$ cat src/rtl/util_tx_timestamp_pkg.sv
// Shared definitions for the TX timestamp gate: FSM states and header sizing.
package util_tx_timestamp_pkg;

  typedef enum logic [2:0] {
    ST_IDLE,
    ST_PASS,
    ST_HDR,
    ST_WAIT,
    ST_STREAM
  } state_t;

  // Number of FIFO beats that make up the 64-bit timestamp header.
  function automatic int unsigned hdr_beats(input int unsigned data_width);
    return 64 / data_width;
  endfunction

endpackage

$ cat src/rtl/util_tx_timestamp_hdr.sv
// Timestamp header assembler: collects HDR_BEATS FIFO beats (low word first)
// into a 64-bit timestamp and exposes the full value on the completing beat.
module util_tx_timestamp_hdr
  import util_tx_timestamp_pkg::*;
#(
  parameter int unsigned DATA_WIDTH = 64
) (
  input  logic                  clk,
  input  logic                  rst_n,
  input  logic                  clear,
  input  logic                  beat,
  input  logic [DATA_WIDTH-1:0] data,
  output logic                  done,
  output logic [63:0]           ts_full,
  output logic [63:0]           ts_q
);

  localparam int unsigned HDR_BEATS = hdr_beats(DATA_WIDTH);

  logic cnt_q;

  assign done = beat && (cnt_q == 1'(HDR_BEATS - 1));

  always_ff @(posedge clk or negedge rst_n) begin
    if (!rst_n) begin
      cnt_q <= 1'b0;
    end else if (clear) begin
      cnt_q <= 1'b0;
    end else if (beat) begin
      cnt_q <= done ? 1'b0 : cnt_q + 1'b1;
    end
  end

  if (HDR_BEATS == 1) begin : g_single
    assign ts_full = 64'(data);
  end else begin : g_dual
    logic [DATA_WIDTH-1:0] lo_q;

    always_ff @(posedge clk or negedge rst_n) begin
      if (!rst_n) begin
        lo_q <= '0;
      end else if (beat && !done) begin
        lo_q <= data;
      end
    end

    // Full value is combinational so the lateness compare sees it on the final beat.
    assign ts_full = {data, lo_q};
  end

  always_ff @(posedge clk or negedge rst_n) begin
    if (!rst_n) begin
      ts_q <= '0;
    end else if (done) begin
      ts_q <= ts_full;
    end
  end

endmodule

$ cat src/rtl/util_tx_timestamp_gate.sv
// TX timestamp gate: strips the block header, holds the DAC stream at zero until
// the slot counter reaches the timestamp, then releases timestamp_every beats.
module util_tx_timestamp_gate
  import util_tx_timestamp_pkg::*;
#(
  parameter int unsigned DATA_WIDTH = 64
) (
  input  logic                  clk,
  input  logic                  resetn,
  input  logic                  enable,
  input  logic [31:0]           timestamp_every,
  input  logic [DATA_WIDTH-1:0] s_data,
  input  logic                  s_valid,
  output logic                  s_ready,
  input  logic                  dac_valid,
  output logic [DATA_WIDTH-1:0] dac_data,
  output logic                  dac_data_valid,
  output logic [63:0]           sample_count,
  output logic                  sync_out,
  output logic                  late,
  output logic                  underflow
);

  state_t      state_q, state_d;
  logic [31:0] every_q, every_d;
  logic [31:0] beat_cnt_q, beat_cnt_d;
  logic        hdr_beat, hdr_done;
  logic [63:0] ts_full, ts_q;
  logic        data_beat, block_end, late_d, underflow_d;

  util_tx_timestamp_hdr #(
    .DATA_WIDTH(DATA_WIDTH)
  ) u_hdr (
    .clk    (clk),
    .rst_n  (resetn),
    .clear  (state_q != ST_HDR),
    .beat   (hdr_beat),
    .data   (s_data),
    .done   (hdr_done),
    .ts_full(ts_full),
    .ts_q   (ts_q)
  );

  assign sync_out = (state_q == ST_PASS) || (state_q == ST_STREAM);

  always_comb begin
    state_d     = state_q;
    every_d     = every_q;
    beat_cnt_d  = beat_cnt_q;
    s_ready     = 1'b0;
    hdr_beat    = 1'b0;
    data_beat   = 1'b0;
    block_end   = 1'b0;
    late_d      = 1'b0;
    underflow_d = 1'b0;
    if (!enable) begin
      state_d = ST_IDLE;
    end else begin
      case (state_q)
        ST_IDLE: begin
          every_d = timestamp_every;
          state_d = (timestamp_every == 32'd0) ? ST_PASS : ST_HDR;
        end
        ST_PASS: begin
          s_ready     = dac_valid & s_valid;
          data_beat   = s_ready;
          underflow_d = dac_valid & ~s_valid;
        end
        ST_HDR: begin
          s_ready  = s_valid;
          hdr_beat = s_valid;
          if (hdr_done) begin
            late_d  = ts_full < sample_count;
            state_d = ST_WAIT;
          end
        end
        ST_WAIT: begin
          // Compare uses the pre-increment count, so beat 0 lands on slot ts_q.
          if (dac_valid && (sample_count >= ts_q)) begin
            if (s_valid) begin
              s_ready    = 1'b1;
              data_beat  = 1'b1;
              beat_cnt_d = 32'd1;
              if (every_q == 32'd1) block_end = 1'b1;
              else                  state_d   = ST_STREAM;
            end else begin
              underflow_d = 1'b1;
            end
          end
        end
        ST_STREAM: begin
          s_ready     = dac_valid & s_valid;
          data_beat   = s_ready;
          underflow_d = dac_valid & ~s_valid;
          if (data_beat) begin
            beat_cnt_d = beat_cnt_q + 32'd1;
            if (beat_cnt_d == every_q) block_end = 1'b1;
          end
        end
        default: state_d = ST_IDLE;
      endcase
      if (block_end) begin
        every_d = timestamp_every;
        state_d = (timestamp_every == 32'd0) ? ST_IDLE : ST_HDR;
      end
    end
  end

  always_ff @(posedge clk or negedge resetn) begin
    if (!resetn) begin
      state_q        <= ST_IDLE;
      every_q        <= '0;
      beat_cnt_q     <= '0;
      sample_count   <= '0;
      dac_data       <= '0;
      dac_data_valid <= 1'b0;
      late           <= 1'b0;
      underflow      <= 1'b0;
    end else begin
      state_q        <= state_d;
      every_q        <= every_d;
      beat_cnt_q     <= beat_cnt_d;
      sample_count   <= sample_count + 64'(dac_valid);
      dac_data_valid <= dac_valid;
      late           <= late_d;
      underflow      <= underflow_d;
      if (dac_valid) dac_data <= data_beat ? s_data : '0;
    end
  end

endmodule

$ cat config.mk
export PLATFORM = sky130hd
export DESIGN_NAME = util_tx_timestamp_gate
export DESIGN_NICKNAME = d
export VERILOG_FILES = /design/src/rtl/util_tx_timestamp_pkg.sv /design/src/rtl/util_tx_timestamp_hdr.sv /design/src/rtl/util_tx_timestamp_gate.sv
export SDC_FILE = /design/constraint.sdc
export NUM_CORES = 1
export LEC_CHECK = 0
export BUFFER_PORTS_ARGS = -buffer_cell sky130_fd_sc_hd__buf_2
export CAP_MARGIN = 20
export CORE_MARGIN = 8
export CORE_UTILIZATION = 40
export CTS_BUF_LIST = sky130_fd_sc_hd__clkbuf_8
export DETAILED_ROUTE_END_ITERATION = 10
export PLACE_DENSITY_LB_ADDON = 0.25
export SYNTH_ARGS = -nofsm -noshare
export SYNTH_HDL_FRONTEND = slang
export SYNTH_SLANG_ARGS = --single-unit
export TNS_END_PERCENT = 30
$ cat constraint.sdc
create_clock -name clk -period 3.6 [get_ports clk]
set_input_delay 0.72 -clock clk [delete_from_list [all_inputs] [get_ports clk]]
set_output_delay 0.72 -clock clk [all_outputs]
set_load 0.05 [all_outputs]
==> flow_metrics.py, run 1 <==
metrics = {
    "grt": {
        "busiest_layer": "met2",
        "grt_usage_pct": 20.03,
        "gr-usage-met2_pct": 32.40,
        "grt_util_met1_pct": 25.92,
        "antenna_found_initial": 3,
        "grt_pass1_wl_mm": 72.08,
        "grt_max_degree": 130,
        "grt_use_met3_pct": 4.114,
        "grt_pass1_vias": 13226,
        "grt_overflow_total": 0,
    },
    "clock_network": {
        "numCtsBuffers": 49,
        "clock_sinks": 263,
        "cts-root-buf": "clkbuf_8",
        "cts_buffer_depth": 3,
        "htreeDepth": 2,
        "cts_tree": "built",
        "clk_latency_ps": 620,
        "path_clk_slew_ps": 60,
    },
    "placement": {
        "place_ws_ps": -36.50,
        "portBuffers": 233,
        "gp_congestion": 0.8925,
        "place_inst": 2323,
        "hpwl_mm": 33.35,
    },
    "worst_setup_path": {
        "required_ps": 2880,
        "ff2ff_path_depth": 11,
        "start_kind": "register",
        "crit_fanout": 2,
        "end_kind": "output port",
        "worstSetupPathType": "reg -> out",
        "arrival_ps": 3210,
    },
    "yosys": {
        "synth-seq-area-share_pct": 43.55,
        "synth_cell_types": 76,
        "syn_area_per_cell_sq_um": 9.851,
        "synth_edf_count": 0,
        "ys.flop_type": "dfrtp_1",
        "synthCells": 1534,
        "syn_area_sq_um": 15110,
        "syn_nets": 1765,
        "synth_area_leaders": "dfrtp_1, ha_1, xnor2_1, o21ai_0, a22o_1",
        "synth-seq-cells": 263,
        "synth_top_cell_by_area": "dfrtp_1",
        "ys_async_sr_fraction_pct": 100.0,
        "synth_top_area_share_pct": 43.55,
        "yosys_warnings": 0,
    },
    "routing": {
        "vias_per_cell": 5.302,
        "antenna_violating_nets_post_route": 0,
        "wl_per_cell_microns": 18.38,
        "drt-initial-drc-count": 761,
        "vias": 12800,
        "routed_wl_mm": 44.37,
        "first_pass_iters": 6,
        "drc": 0,
    },
    "power_and_ir_drop": {
        "irDropWorstVdd_mv": 0.3466,
        "powerDensity_nw_per_um2": 427.9,
        "power_leakage_nw": 9.067,
    },
    "timing": {
        "drv_slew": 0,
        "period_minus_slack_ps": 3932,
        "fmax_ghz": 0.2543,
        "setup-violations-final": 1,
        "min_period_over_period_pct": 109.2,
        "rsz0062_at_grt": "true",
        "finalClockSkew_ps": 32.11,
        "worst_pin_slew_ps": 819.3,
        "slew-limit-headroom_pct": 45.38,
        "fin_ws_ps": -332.2,
        "hold_viol_final": 0,
    },
    "cells_and_area": {
        "fin_nets": 2100,
        "stdcell_count": 2414,
        "fillerInstances": 3513,
        "multiInputGateArea_sq_um": 7926,
        "drive_gt1_share_pct": 25.57,
        "final_cell_mix": "dfrtp_1, buf_2, inv_1",
        "seq_area_sq_um": 6585,
        "layout_commonest_cell": "dfrtp_1",
        "syn_to_final_growth_pct": 23.49,
    },
    "floorplan": {
        "initial_core_util_pct": 40.40,
        "core_sq_um": 37400,
        "io_pins": 234,
        "die_w_microns": 210.4,
        "rows": 71,
        "dieArea_sq_um": 44250,
        "dieHeight_microns": 210.4,
    },
    "worst_hold_path": {
        "hp-class": "in -> reg",
        "hold_depth": 1,
    },
    "status": {
        "outcome": "finished with violations",
        "violations": "negative setup slack",
    },
    "run": {
        "cap_violations": 0,
    },
}
through the flow:
stage / hold slack (ps) / power [mW] / utilization [%] / instance area (sq um) / TNS (ps)
2_1_floorplan: 424.4 / 4.534 / - / 15120 / 0
3_3_place_gp: 487.9 / 5.114 / 46.78 / 17500 / -13.92
3_5_place_dp: 491.6 / 5.172 / 46.78 / 17500 / -36.50
4_1_cts: 279.8 / 8.092 / 49.80 / 18630 / -397.5
5_1_grt: 301.6 / 8.455 / 49.88 / 18660 / -482.4
6_report: 336.7 / 7.985 / 49.89 / 18660 / -332.2
critical path, cell delays in order, from the launching register on:
cell      delay, ps
dfrtp_1         390
ha_1            340
nand4_1         150
inv_1            70
a221oi_2        230
buf_4           180
o221ai_1        140
a21oi_2         240
a21oi_2         110
or2_4           250
a31o_4          220
nand2b_4        140
buf_8           150
kinds of logic (layout without fill, tap and decap cells):
kind of cell / after synthesis / after routing / synth area share (%)
other cells: 0 / 2 / 0
flops: 263 / 263 / 43.55
simple gates: 456 / 456 / 15.94
mux: 40 / 40 / 3.676
xor+xnor: 101 / 101 / 5.953
buf+inv: 195 / 562 / 5.291
compound gates: 349 / 349 / 14.82
fa+ha+maj: 130 / 130 / 10.76
what timing repair did:
action / in CTS / in global routing
setup buffers: 4 / 1
hold endpoints to repair: 39 / 0
resized for setup: 27 / 4
hold buffers: 1 / 0
pin swaps: 22 / 15
endpoints found under the setup margin: 1 / 2
Yosys cell counts, types with 12 or more instances:
cell type  number
xnor2_1        85
and4_1         12
ha_1          130
a22o_1         67
nand4_1        42
nand2_1       149
o21ai_0       130
nor3_1         30
mux2_4         30
nor2_1         59
nor4_1         34
nor2b_1        13
inv_1         139
nand3_1        47
clkbuf_1       39
dfrtp_1       263
a21oi_1        62
a21o_1         23
xor2_1         15
and3_1         14
o31ai_1        16
power breakdown:
group          total (mW)  switching (mW)  internal (mW)
Combinational        1.74            1.02          0.716
Sequential           3.45           0.214           3.24
Clock                2.80            1.30           1.49
registers in the layout, indices dropped and copies added, names as in the netlist:
register,flops
late,1
dac_data,64
state_q,3
every_q,32
u_hdr.ts_q,64
u_hdr.cnt_q,1
sample_count,64
underflow,1
dac_data_valid,1
beat_cnt_q,32
cell type report:
type / instances / share of cell area (%)
Inverter: 139 / 2.796
Timing Repair Buffer: 340 / 11.01
Sequential cell: 263 / 35.29
Tap cell: 511 / 3.426
Clock buffer: 60 / 4.425
Clock inverter: 23 / 0.5498
Antenna cell: 2 / 0.02682
Multi-Input combinational cell: 1076 / 42.48
final timing paths:
path	start	to	slack [ps]
min in group asynchronous	resetn	dac_data[16]$_DFFE_PN0P_	610
max in group asynchronous	resetn	every_q[4]$_DFFE_PN0P_	2010
setup / recovery	sample_count[15]$_DFF_PN0_	s_ready	-330
hold / removal	dac_valid	dac_data_valid$_DFF_PN0_	340
setup reg to reg	beat_cnt_q[1]$_DFFE_PN0P_	every_q[0]$_DFFE_PN0P_	210
hold reg to reg	dac_data[35]$_DFFE_PN0P_	dac_data[35]$_DFFE_PN0P_	500
per-layer routing:
| layer | part of all wire [%] | wire (microns) |
|---|---|---|
| met5 | 0.018 | 8 |
| met4 | 3.5 | 1561 |
| met3 | 6.1 | 2690 |
| met2 | 47 | 20680 |
| met1 | 44 | 19430 |
Power figures use the tool's default switching activity.
==> inputs of run 2 (changes only) <==
==> constraint.sdc (replaced) <==
create_clock -name clk -period 3.55 [get_ports clk]
set_input_delay 0.71 -clock clk [delete_from_list [all_inputs] [get_ports clk]]
set_output_delay 0.71 -clock clk [all_outputs]
set_load 0.05 [all_outputs]
==> flow_metrics.py, run 2 (same netlist as run 1, synthesis figures left out) <==
metrics = {
    "floorplan": {
        "rows": 71,
        "dieArea_sq_um": 44250,
        "dieHeight_microns": 210.4,
        "initial_core_util_pct": 40.40,
        "core_sq_um": 37400,
        "io_pins": 234,
        "die_w_microns": 210.4,
    },
    "routing": {
        "drt-initial-drc-count": 768,
        "wl_per_cell_microns": 18.35,
        "first_pass_iters": 5,
        "vias_per_cell": 5.252,
        "antenna_violating_nets_post_route": 0,
        "routed_wl_mm": 44.57,
        "drc": 0,
        "vias": 12758,
    },
    "timing": {
        "drv_slew": 0,
        "hold_viol_final": 0,
        "worst_pin_slew_ps": 682.6,
        "rsz0062_at_grt": "true",
        "period_minus_slack_ps": 3962,
        "setup-violations-final": 1,
        "fin_ws_ps": -412.4,
        "slew-limit-headroom_pct": 54.43,
        "fmax_ghz": 0.2524,
        "finalClockSkew_ps": 32.00,
        "min_period_over_period_pct": 111.6,
    },
    "grt": {
        "grt_pass1_wl_mm": 71.59,
        "grt_use_met3_pct": 4.485,
        "grt_overflow_total": 0,
        "grt_usage_pct": 19.97,
        "grt_pass1_vias": 13207,
        "busiest_layer": "met2",
        "grt_max_degree": 130,
        "antenna_found_initial": 3,
        "gr-usage-met2_pct": 32.67,
        "grt_util_met1_pct": 25.46,
    },
    "worst_setup_path": {
        "cp_slowest_cell": "a222oi_1",
        "max_stage_delay_ps": 400,
        "start_kind": "register",
        "worstSetupPathType": "reg -> out",
        "crit_chain": "inv_2, ha_4, nand4_1, buf_4, nor2_2, a222oi_1, nand2_1, a21oi_2, a21oi_2, or2_4, a31o_4, nand2b_4, buf_8",
        "ff2ff_path_depth": 11,
        "required_ps": 2840,
        "crit_top_cell": "a21oi_2",
        "crit_fanout": 2,
        "cp.depth": 13,
        "crit_family": "compound AO/OA/AOI/OAI gates",
        "end_kind": "output port",
        "arrival_ps": 3250,
        "crit_buf_inv": 3,
    },
    "worst_hold_path": {
        "hp-class": "in -> reg",
        "hold_depth": 2,
    },
    "cells_and_area": {
        "fin_nets": 2110,
        "final_cell_mix": "dfrtp_1, buf_2, inv_1",
        "syn_to_final_growth_pct": 24.93,
        "seq_area_sq_um": 6590,
        "multiInputGateArea_sq_um": 7998,
        "layout_commonest_cell": "dfrtp_1",
        "fin_util_pct": 50.48,
        "fillerInstances": 3503,
        "top_regs": "dac_data x64, sample_count x64, u_hdr.ts_q x64",
        "final_area_sq_um": 18880,
        "drive_gt1_share_pct": 26.60,
    },
    "clock_network": {
        "path_clk_slew_ps": 60,
        "cts-root-buf": "clkbuf_8",
        "cts_tree": "built",
        "htreeDepth": 2,
        "clk_latency_ps": 620,
        "cts_buffer_depth": 3,
        "clock_sinks": 263,
        "numCtsBuffers": 51,
    },
    "power_and_ir_drop": {
        "powerDensity_nw_per_um2": 433.0,
        "irDropWorstVdd_mv": 0.2419,
        "power_leakage_nw": 9.170,
    },
    "placement": {
        "hpwl_mm": 33.40,
        "place_ws_ps": -18.67,
        "placed_area_sq_um": 17570,
        "gp_congestion": 0.9198,
        "portBuffers": 233,
    },
    "status": {
        "outcome": "finished with violations",
        "violations": "negative setup slack",
    },
    "run": {
        "cap_violations": 0,
    },
}
## run 2: cell types whose count changed in the layout (fill, tap and decap cells not counted), moves of 2 or more
cell      before  now
inv_2          3    8
buf_4        101  105
clkinv_2       2    6
dfrtp_1      260  256
dfrtp_2        3    7
ha_4           8   12
buf_12         5    8
ha_1         121  118
nor4_2         4    1
inv_6          2    0
nor4_4         4    6
## run 2: worst reg2reg max path: stages (launching register included)
cell	delay, ps
dfrtp_1	430
ha_1	330
nand3_4	140
or4_4	610
nor4_4	330
xnor2_1	210
and3b_1	200
nand4_1	150
o22ai_2	250
o21ai_4	100
buf_12	180
mux2_1	340
## run 2: timing repair
item | CTS | global route
pin swaps | 27 | 8
resized for setup | 35 | 8
hold buffers | 1 | 0
hold endpoints to repair | 18 | 0
setup endpoints to repair | 1 | 54
buffers inserted | 9 | 0
## run 2: cell type report
cell class                      count  share of cell area (%)
Multi-Input combinational cell   1076                   42.36
Sequential cell                   263                   34.91
Timing Repair Buffer              348                   11.42
Clock buffer                       61                   4.447
Tap cell                          511                   3.387
Inverter                          139                   2.764
Clock inverter                     30                  0.6959
Antenna cell                        1                 0.01326
## run 2: path summary, 6_finish.rpt
path | from | to | slack, ps
setup / recovery | u_hdr.ts_q[29]$_DFFE_PN0P_ | s_ready | -410
min in group asynchronous | resetn | dac_data[18]$_DFFE_PN0P_ | 600
hold reg to reg | dac_data[34]$_DFFE_PN0P_ | dac_data[34]$_DFFE_PN0P_ | 500
setup reg to reg | beat_cnt_q[1]$_DFFE_PN0P_ | every_q[31]$_DFFE_PN0P_ | 180
max in group asynchronous | resetn | u_hdr.ts_q[54]$_DFFE_PN0P_ | 2130
hold / removal | timestamp_every[31] | every_q[31]$_DFFE_PN0P_ | 340
## run 2: where the power goes
| group | switching, mW | total [mW] | internal (mW) | leakage, nW |
|---|---|---|---|---|
| sequential | 0.209 | 3.49 | 3.28 | 3.38 |
| clock | 1.35 | 2.90 | 1.55 | 0.585 |
| combinational | 1.05 | 1.79 | 0.735 | 5.21 |
| total | 2.61 | 8.17 | 5.57 | 9.17 |
## run 2: layer usage
metal / share of wire (%) / vias up
li1: - / 6165
met1: 44 / 6175
met2: 47 / 325
met3: 5.8 / 89
met4: 3.2 / 4
met5: 0.049 / -
## run 2: through the flow
stage	power, mW	instances	TNS [ps]	hold WS (ps)
2_1_floorplan	4.598	1534	0	414.4
6_report	8.174	2429	-412.4	342.5
3_5_place_dp	5.235	2327	-18.67	492.9
5_1_grt	8.659	2428	-557.0	310.6
3_3_place_gp	5.184	2327	-7.119	487.6
4_1_cts	8.278	2428	-412.3	287.9
